--- src/rtl/epa_macrocycle_gen_pkg.sv ---
// Shared EPA timebase definitions: FSM state encodings and default timing constants.
package epa_macrocycle_gen_pkg;

    typedef enum logic [1:0] {
        ST_IDLE        = 2'd0,
        ST_PERIODIC    = 2'd1,
        ST_NONPERIODIC = 2'd2
    } state_e;

    // 25 MHz timebase clock
    localparam int unsigned CLK_NS_DEF       = 40;
    // Shortest macrocycle the scheduler can handle
    localparam int unsigned MIN_CYCLE_NS_DEF = 1000;

endpackage

--- src/rtl/epa_macrocycle_gen.sv ---
// EPA macrocycle timebase: ns phase accumulator with periodic / non-periodic
// window FSM, cycle-start strobe, cycle counter and PTP phase realignment.
module epa_macrocycle_gen
    import epa_macrocycle_gen_pkg::*;
#(
    parameter int unsigned CLK_NS       = CLK_NS_DEF,
    parameter int unsigned W            = 32,
    parameter int unsigned MIN_CYCLE_NS = MIN_CYCLE_NS_DEF
) (
    input  logic         i_clk,
    input  logic         i_rst_n,
    input  logic         i_en,
    input  logic [W-1:0] i_cycle_len,
    input  logic [W-1:0] i_periodic_len,
    input  logic         i_sync_vld,
    input  logic [W-1:0] i_sync_phase,
    output logic         o_macrocycle_b,
    output logic         o_cycle_start,
    output logic [W-1:0] o_phase_ns,
    output logic [15:0]  o_cycle_num,
    output logic         o_cfg_err,
    output logic         o_sync_err
);

    localparam logic [W-1:0] MIN_CYC_W = W'(MIN_CYCLE_NS);
    localparam logic [W:0]   CLK_STEP  = (W+1)'(CLK_NS);

    // A configuration is usable when the cycle is long enough and the
    // periodic window is non-empty and strictly shorter than the cycle.
    function automatic logic cfg_ok(input logic [W-1:0] cyc, input logic [W-1:0] per);
        return (cyc >= MIN_CYC_W) && (per != '0) && (per < cyc);
    endfunction

    state_e       state_q,     state_d;
    logic [W-1:0] phase_q,     phase_d;
    logic [W-1:0] cyc_q,       cyc_d;
    logic [W-1:0] per_q,       per_d;
    logic [15:0]  cycle_num_q, cycle_num_d;
    logic         start_q,     start_d;
    logic         cfg_err_q,   cfg_err_d;
    logic         sync_err_q,  sync_err_d;
    logic         mcb_q,       mcb_d;

    // Phase arithmetic is one bit wider so the boundary compares never wrap.
    logic [W:0]   nxt;
    logic [W-1:0] wrap_res;
    logic         new_ok;
    logic         sync_hit;

    // Next-state, phase advance, wrap and sync realignment.
    always_comb begin
        state_d     = state_q;
        phase_d     = phase_q;
        cyc_d       = cyc_q;
        per_d       = per_q;
        cycle_num_d = cycle_num_q;
        start_d     = 1'b0;
        cfg_err_d   = cfg_err_q;
        sync_err_d  = 1'b0;
        nxt         = {1'b0, phase_q} + CLK_STEP;
        // True residue is below 2^W, so modulo-W subtraction is exact.
        wrap_res    = nxt[W-1:0] - cyc_q;
        new_ok      = cfg_ok(i_cycle_len, i_periodic_len);
        sync_hit    = i_sync_vld && (i_sync_phase < cyc_q);

        case (state_q)
            ST_IDLE: begin
                if (i_en) begin
                    if (new_ok) begin
                        state_d   = ST_PERIODIC;
                        phase_d   = '0;
                        cyc_d     = i_cycle_len;
                        per_d     = i_periodic_len;
                        start_d   = 1'b1;
                        cfg_err_d = 1'b0;
                    end else begin
                        cfg_err_d = 1'b1;
                    end
                end
            end
            ST_PERIODIC, ST_NONPERIODIC: begin
                if (sync_hit) begin
                    // Realignment beats the local increment and any wrap.
                    phase_d = i_sync_phase;
                    state_d = (i_sync_phase < per_q) ? ST_PERIODIC : ST_NONPERIODIC;
                end else begin
                    sync_err_d = i_sync_vld;
                    if (state_q == ST_PERIODIC) begin
                        phase_d = nxt[W-1:0];
                        if (nxt >= {1'b0, per_q}) begin
                            state_d = ST_NONPERIODIC;
                        end
                    end else if (nxt >= {1'b0, cyc_q}) begin
                        if (!i_en) begin
                            // Stop only at the boundary so the window is never cut short.
                            state_d = ST_IDLE;
                            phase_d = '0;
                        end else if (new_ok) begin
                            cyc_d       = i_cycle_len;
                            per_d       = i_periodic_len;
                            phase_d     = wrap_res;
                            state_d     = (wrap_res < i_periodic_len) ? ST_PERIODIC : ST_NONPERIODIC;
                            cycle_num_d = cycle_num_q + 16'd1;
                            start_d     = 1'b1;
                            cfg_err_d   = 1'b0;
                        end else begin
                            state_d   = ST_IDLE;
                            phase_d   = '0;
                            cfg_err_d = 1'b1;
                        end
                    end else begin
                        phase_d = nxt[W-1:0];
                    end
                end
            end
            default: begin
                state_d = ST_IDLE;
                phase_d = '0;
            end
        endcase

        mcb_d = (state_d == ST_PERIODIC);
    end

    // State and output registers; asynchronous reset clears everything at once.
    always_ff @(posedge i_clk or negedge i_rst_n) begin
        if (!i_rst_n) begin
            state_q     <= ST_IDLE;
            phase_q     <= '0;
            cyc_q       <= '0;
            per_q       <= '0;
            cycle_num_q <= '0;
            start_q     <= 1'b0;
            cfg_err_q   <= 1'b0;
            sync_err_q  <= 1'b0;
            mcb_q       <= 1'b0;
        end else begin
            state_q     <= state_d;
            phase_q     <= phase_d;
            cyc_q       <= cyc_d;
            per_q       <= per_d;
            cycle_num_q <= cycle_num_d;
            start_q     <= start_d;
            cfg_err_q   <= cfg_err_d;
            sync_err_q  <= sync_err_d;
            mcb_q       <= mcb_d;
        end
    end

    assign o_macrocycle_b = mcb_q;
    assign o_cycle_start  = start_q;
    assign o_phase_ns     = phase_q;
    assign o_cycle_num    = cycle_num_q;
    assign o_cfg_err      = cfg_err_q;
    assign o_sync_err     = sync_err_q;

endmodule

--- config.mk ---
export PLATFORM = sky130hd
export DESIGN_NAME = epa_macrocycle_gen
export DESIGN_NICKNAME = d
export VERILOG_FILES = /design/src/rtl/epa_macrocycle_gen_pkg.sv /design/src/rtl/epa_macrocycle_gen.sv
export SDC_FILE = /design/constraint.sdc
export NUM_CORES = 1
export LEC_CHECK = 0
export CORE_MARGIN = 2
export CORE_UTILIZATION = 52
export CTS_CLUSTER_DIAMETER = 30
export DETAILED_ROUTE_END_ITERATION = 6
export MAX_ROUTING_LAYER = met4
export PLACE_DENSITY = 0.77
export SLEW_MARGIN = 20
export SYNTH_ARGS = -nofsm -noshare
export SYNTH_HDL_FRONTEND = slang
export SYNTH_SLANG_ARGS = --single-unit
--- constraint.sdc ---
create_clock -name i_clk -period 5.4 [get_ports i_clk]
set_input_delay 1.08 -clock i_clk [delete_from_list [all_inputs] [get_ports i_clk]]
set_output_delay 1.08 -clock i_clk [all_outputs]
set_load 0.05 [all_outputs]
==> impl_results.md <==
* Syn Area/Cell at approximately 9 sq um
* Commonest cells in the synthesized netlist: 193 x ha_1, 149 x inv_1, 118 x dfrtp_1
* Slew @ Worst Pin at about 0.86 ns
* Syn nets at roughly 1600
* Non-Filler Instances at 1871
* Total power at 0.00991 W
* Hold Path Class: reg2reg
* Total negative slack at 0 ns
* CP most frequent cell: buf_4
* FF+latch count, synth at 118
* Ys flop type: dfrtp_1
* Hold depth at 1
* Yosys top cell by area: dfrtp_1
* Status: complete, but fails checks
* Final Hold Violating Endpoints at 0
* Asr flop ratio synth at 100%
* Hold WS at ~0.49 ns
* Share of cells above drive strength 1 at between 10% and 20%
* Port buffer count at 151
* Largest net degree at the start of global routing at 45
* PD cells at ~650 mW/mm^2
* Worst EP arrival at between 5 and 6 ns
* IR drop worst, VDD at between 0.0003 and 0.0004 V
* Antenna cells at 0
* Number of buffers created by CTS at 17
* Startpoint Class: register
* Core Box Area at ~0.022 sq mm
* Final worst clock skew at ~0.014 ns
* Worst r2r src: o_phase_ns[3]$_DFFE_PN0P_
* F_max at approximately 190 MHz
* Hold Crit Endpoint: o_cycle_num[13]$_DFFE_PN0P_
* Ranking of synthesized cells by area: dfrtp_1 25%, ha_1 21%, mux2i_1 5.9%, inv_1 4.8%, xnor2_1 3.5%
* Initial antenna violation count at 0
* Critical path class: reg2reg
* CTS root buffer: clkbuf_16
* Period utilisation layout at a little over nine tenths
* Placed Area at about 0.014 sq mm
* Ys Warns at 0
* Drt via density at 6.24
* Area Growth Syn to Fin at 31.2%
* # fillers at around 1800
* # H-tree levels at 4
* Yosys top cell area share at about a quarter
* Post-DR wirelength/cell at 23.2 um
* Period minus WS final at ~5.2 ns
* Post-route cell area at 0.0153 sq mm
* Syn Inst Count at between 1000 and 1500
* Failing checks: design-rule violations
* Clock sink count at approximately 120
* HP Start: o_cycle_num[13]$_DFFE_PN0P_
* CP Max Fanout at 4
* Io pins at ~150
* Worst-path clk slew at 0.07 ns
* DRT antenna net count at 0
* Max_cap viols at 0
* First-pass GRT wire length at approximately 66000 um
* Final RePlAce weighted congestion at 1.08
* Vias in the first global route at between 10000 and 15000
* Synth Cell Area at approximately 0.012 sq mm
* Vias at about 12000
* Worst-path cell chain: ha_2, o21ai_2, buf_4, nor2_1, xor2_1, ha_1, buf_4, o21a_1, nor2_2, a21oi_1, a211o_1, or4b_1, and4_4, ha_4, nand4_1, or3_1, a21oi_2, buf_4, o2111ai_2, and2_4, o211a_1, o41ai_2, and3b_1
* Die X at roughly 150 um
* Pre-antenna DRT Iters at 7
* Critical path origin: o_phase_ns[3]$_DFFE_PN0P_
* 1st-iter DRT viols at around 1100
* Top-count cell post-synth: ha_1
* Critical path data required time at slightly below 6 ns
* Die area at around 0.024 sq mm
* Leak pwr at between 7 and 8 nW
* Row count at 54
* CTS tree: built
* Total Nets Final at 1872
* Cells on worst reg2reg path at 23
* Register area share after synthesis at around a quarter
* CP top delay family: simple AND/OR/NAND/NOR gates
* Initial Utilization at between 50% and 60%
* Slowest cell on the critical path: or4b_1
* Final Slew Violations at 0
* # placed instances at between 1500 and 2000
* Reg-to-Reg End: state_q[1]$_DFF_PN0_
* Slew margin rel. at between 40% and 50%
* EDFF count, synth at 0
* Drt total wl at between 40000 and 50000 um
* Final HPWL DP at about 35000 um
* Final number of setup-violating endpoints at 0
* Max incr delay on CP at about 0.47 ns
* Die H at around 150 um
* Global route total overflow at 0
* Worst skew pair latency at between 0.4 and 0.5 ns
* Cell variety after synth at 86
* Reg-to-reg slack, setup at approximately 0.15 ns
* WP buf/inv at 3
* CP Capture Type: register
* GR Util All Layers at a little under two fifths
* Longest Clk Path Bufs at 2
* Residual DRC count at 3
[report_power, final]
part	internal, W	total, W	switching [W]
clock	0.000619	0.00113	0.000510
combinational	0.00298	0.00732	0.00434
sequential	0.00125	0.00146	0.000214
total	0.00484	0.00991	0.00507
[worst max-delay path by stage]
stage | end | cells after the start
after floorplan | state_q[1]$_DFF_PN0_ | 23
after global placement | state_q[1]$_DFF_PN0_ | 22
after detailed placement | state_q[1]$_DFF_PN0_ | 22
after CTS | state_q[1]$_DFF_PN0_ | 23
after global routing | state_q[1]$_DFF_PN0_ | 24
final | state_q[1]$_DFF_PN0_ | 23
[logic make-up after synthesis]
group	Yosys count	share of synthesized area (%)
AND/OR/NAND/NOR	329	15.2
buffers and inverters	188	6.59
adder cells (fa/ha/maj)	194	20.9
flip-flops	118	25.4
XOR/XNOR	67	5.24
multiplexers	71	6.14
AO/OA/AOI/OAI	355	20.5
[worst register-to-register path, stage by stage, from the launching register on]
cell and delay [ns]:
dfrtp_2 0.41, ha_2 0.21, o21ai_2 0.14, buf_4 0.16
nor2_1 0.06, xor2_1 0.28, ha_1 0.30, buf_4 0.15
o21a_1 0.17, nor2_2 0.09, a21oi_1 0.08, a211o_1 0.37
or4b_1 0.47, and4_4 0.18, ha_4 0.27, nand4_1 0.14
or3_1 0.36, a21oi_2 0.14, buf_4 0.13, o2111ai_2 0.10
and2_4 0.17, o211a_1 0.25, o41ai_2 0.34, and3b_1 0.22
[registers in the layout, summed over array words and instances (netlist names)]
signal	flops
cyc_q	32
o_phase_ns	32
per_q	32
o_cycle_num	16
state_q	2
o_cfg_err	1
o_cycle_start	1
o_macrocycle_b	1
o_sync_err	1
[per-layer routing]
metal | share of wire (%) | track usage, %
met1 | 43 | 49.2
met2 | 45 | 57.4
met3 | 8.4 | 6.23
met4 | 3.7 | 13.2
met5 | 0 | -
[cell type report]
| class | instances | area (sq um) | area share [%] |
|---|---|---|---|
| Multi-Input combinational cell | 1016 | 8300 | 54.4 |
| Sequential cell | 118 | 2960 | 19.4 |
| Timing Repair Buffer | 276 | 2520 | 16.5 |
| Inverter | 149 | 559 | 3.67 |
| Clock buffer | 18 | 439 | 2.88 |
| Tap cell | 280 | 350 | 2.30 |
| Clock inverter | 14 | 126 | 0.828 |
[metrics by stage]
step                      setup slack, ns  util (%)
after detailed placement           -0.138      64.9
after CTS                          0.0243      67.8
final                               0.150      69.7
after global routing              -0.0794      69.7
after global placement            -0.0698      64.9
after floorplan                   0.00800         -
[timing repair]
item / in CTS / in global routing
hold buffers: 0 / 0
resized for setup: 11 / 70
pin swaps: 1 / 34
setup endpoints to repair: 2 / 3
buffers inserted: 1 / 10
gates cloned: 0 / 0
[cells in the final DEF (no fill, tap or decap), drive strengths merged, types with 5 or more instances in the layout]
| cell type | count |
|---|---|
| ha | 193 |
| inv | 159 |
| clkdlybuf4s50 | 150 |
| buf | 126 |
| dfrtp | 118 |
| nand2 | 88 |
| o21ai | 86 |
| a21oi | 77 |
| mux2i | 68 |
| nor2 | 57 |
| xnor2 | 50 |
| a21o | 49 |
| nand4 | 39 |
| nand3 | 32 |
| a221oi | 23 |
| nor3 | 21 |
| and3 | 20 |
| clkbuf | 18 |
| xor2 | 17 |
| nor4 | 17 |
| o21a | 15 |
| a31oi | 13 |
| a211oi | 11 |
| nand2b | 10 |
| a22o | 8 |
| o2111ai | 8 |
| and4 | 8 |
| nor2b | 7 |
| o211ai | 7 |
| and2 | 7 |
| o21bai | 6 |
| a211o | 5 |
| o22ai | 5 |
| o31ai | 5 |
| or3 | 5 |
| a2111oi | 5 |
Note: power is estimated with default switching activity, not from simulation.
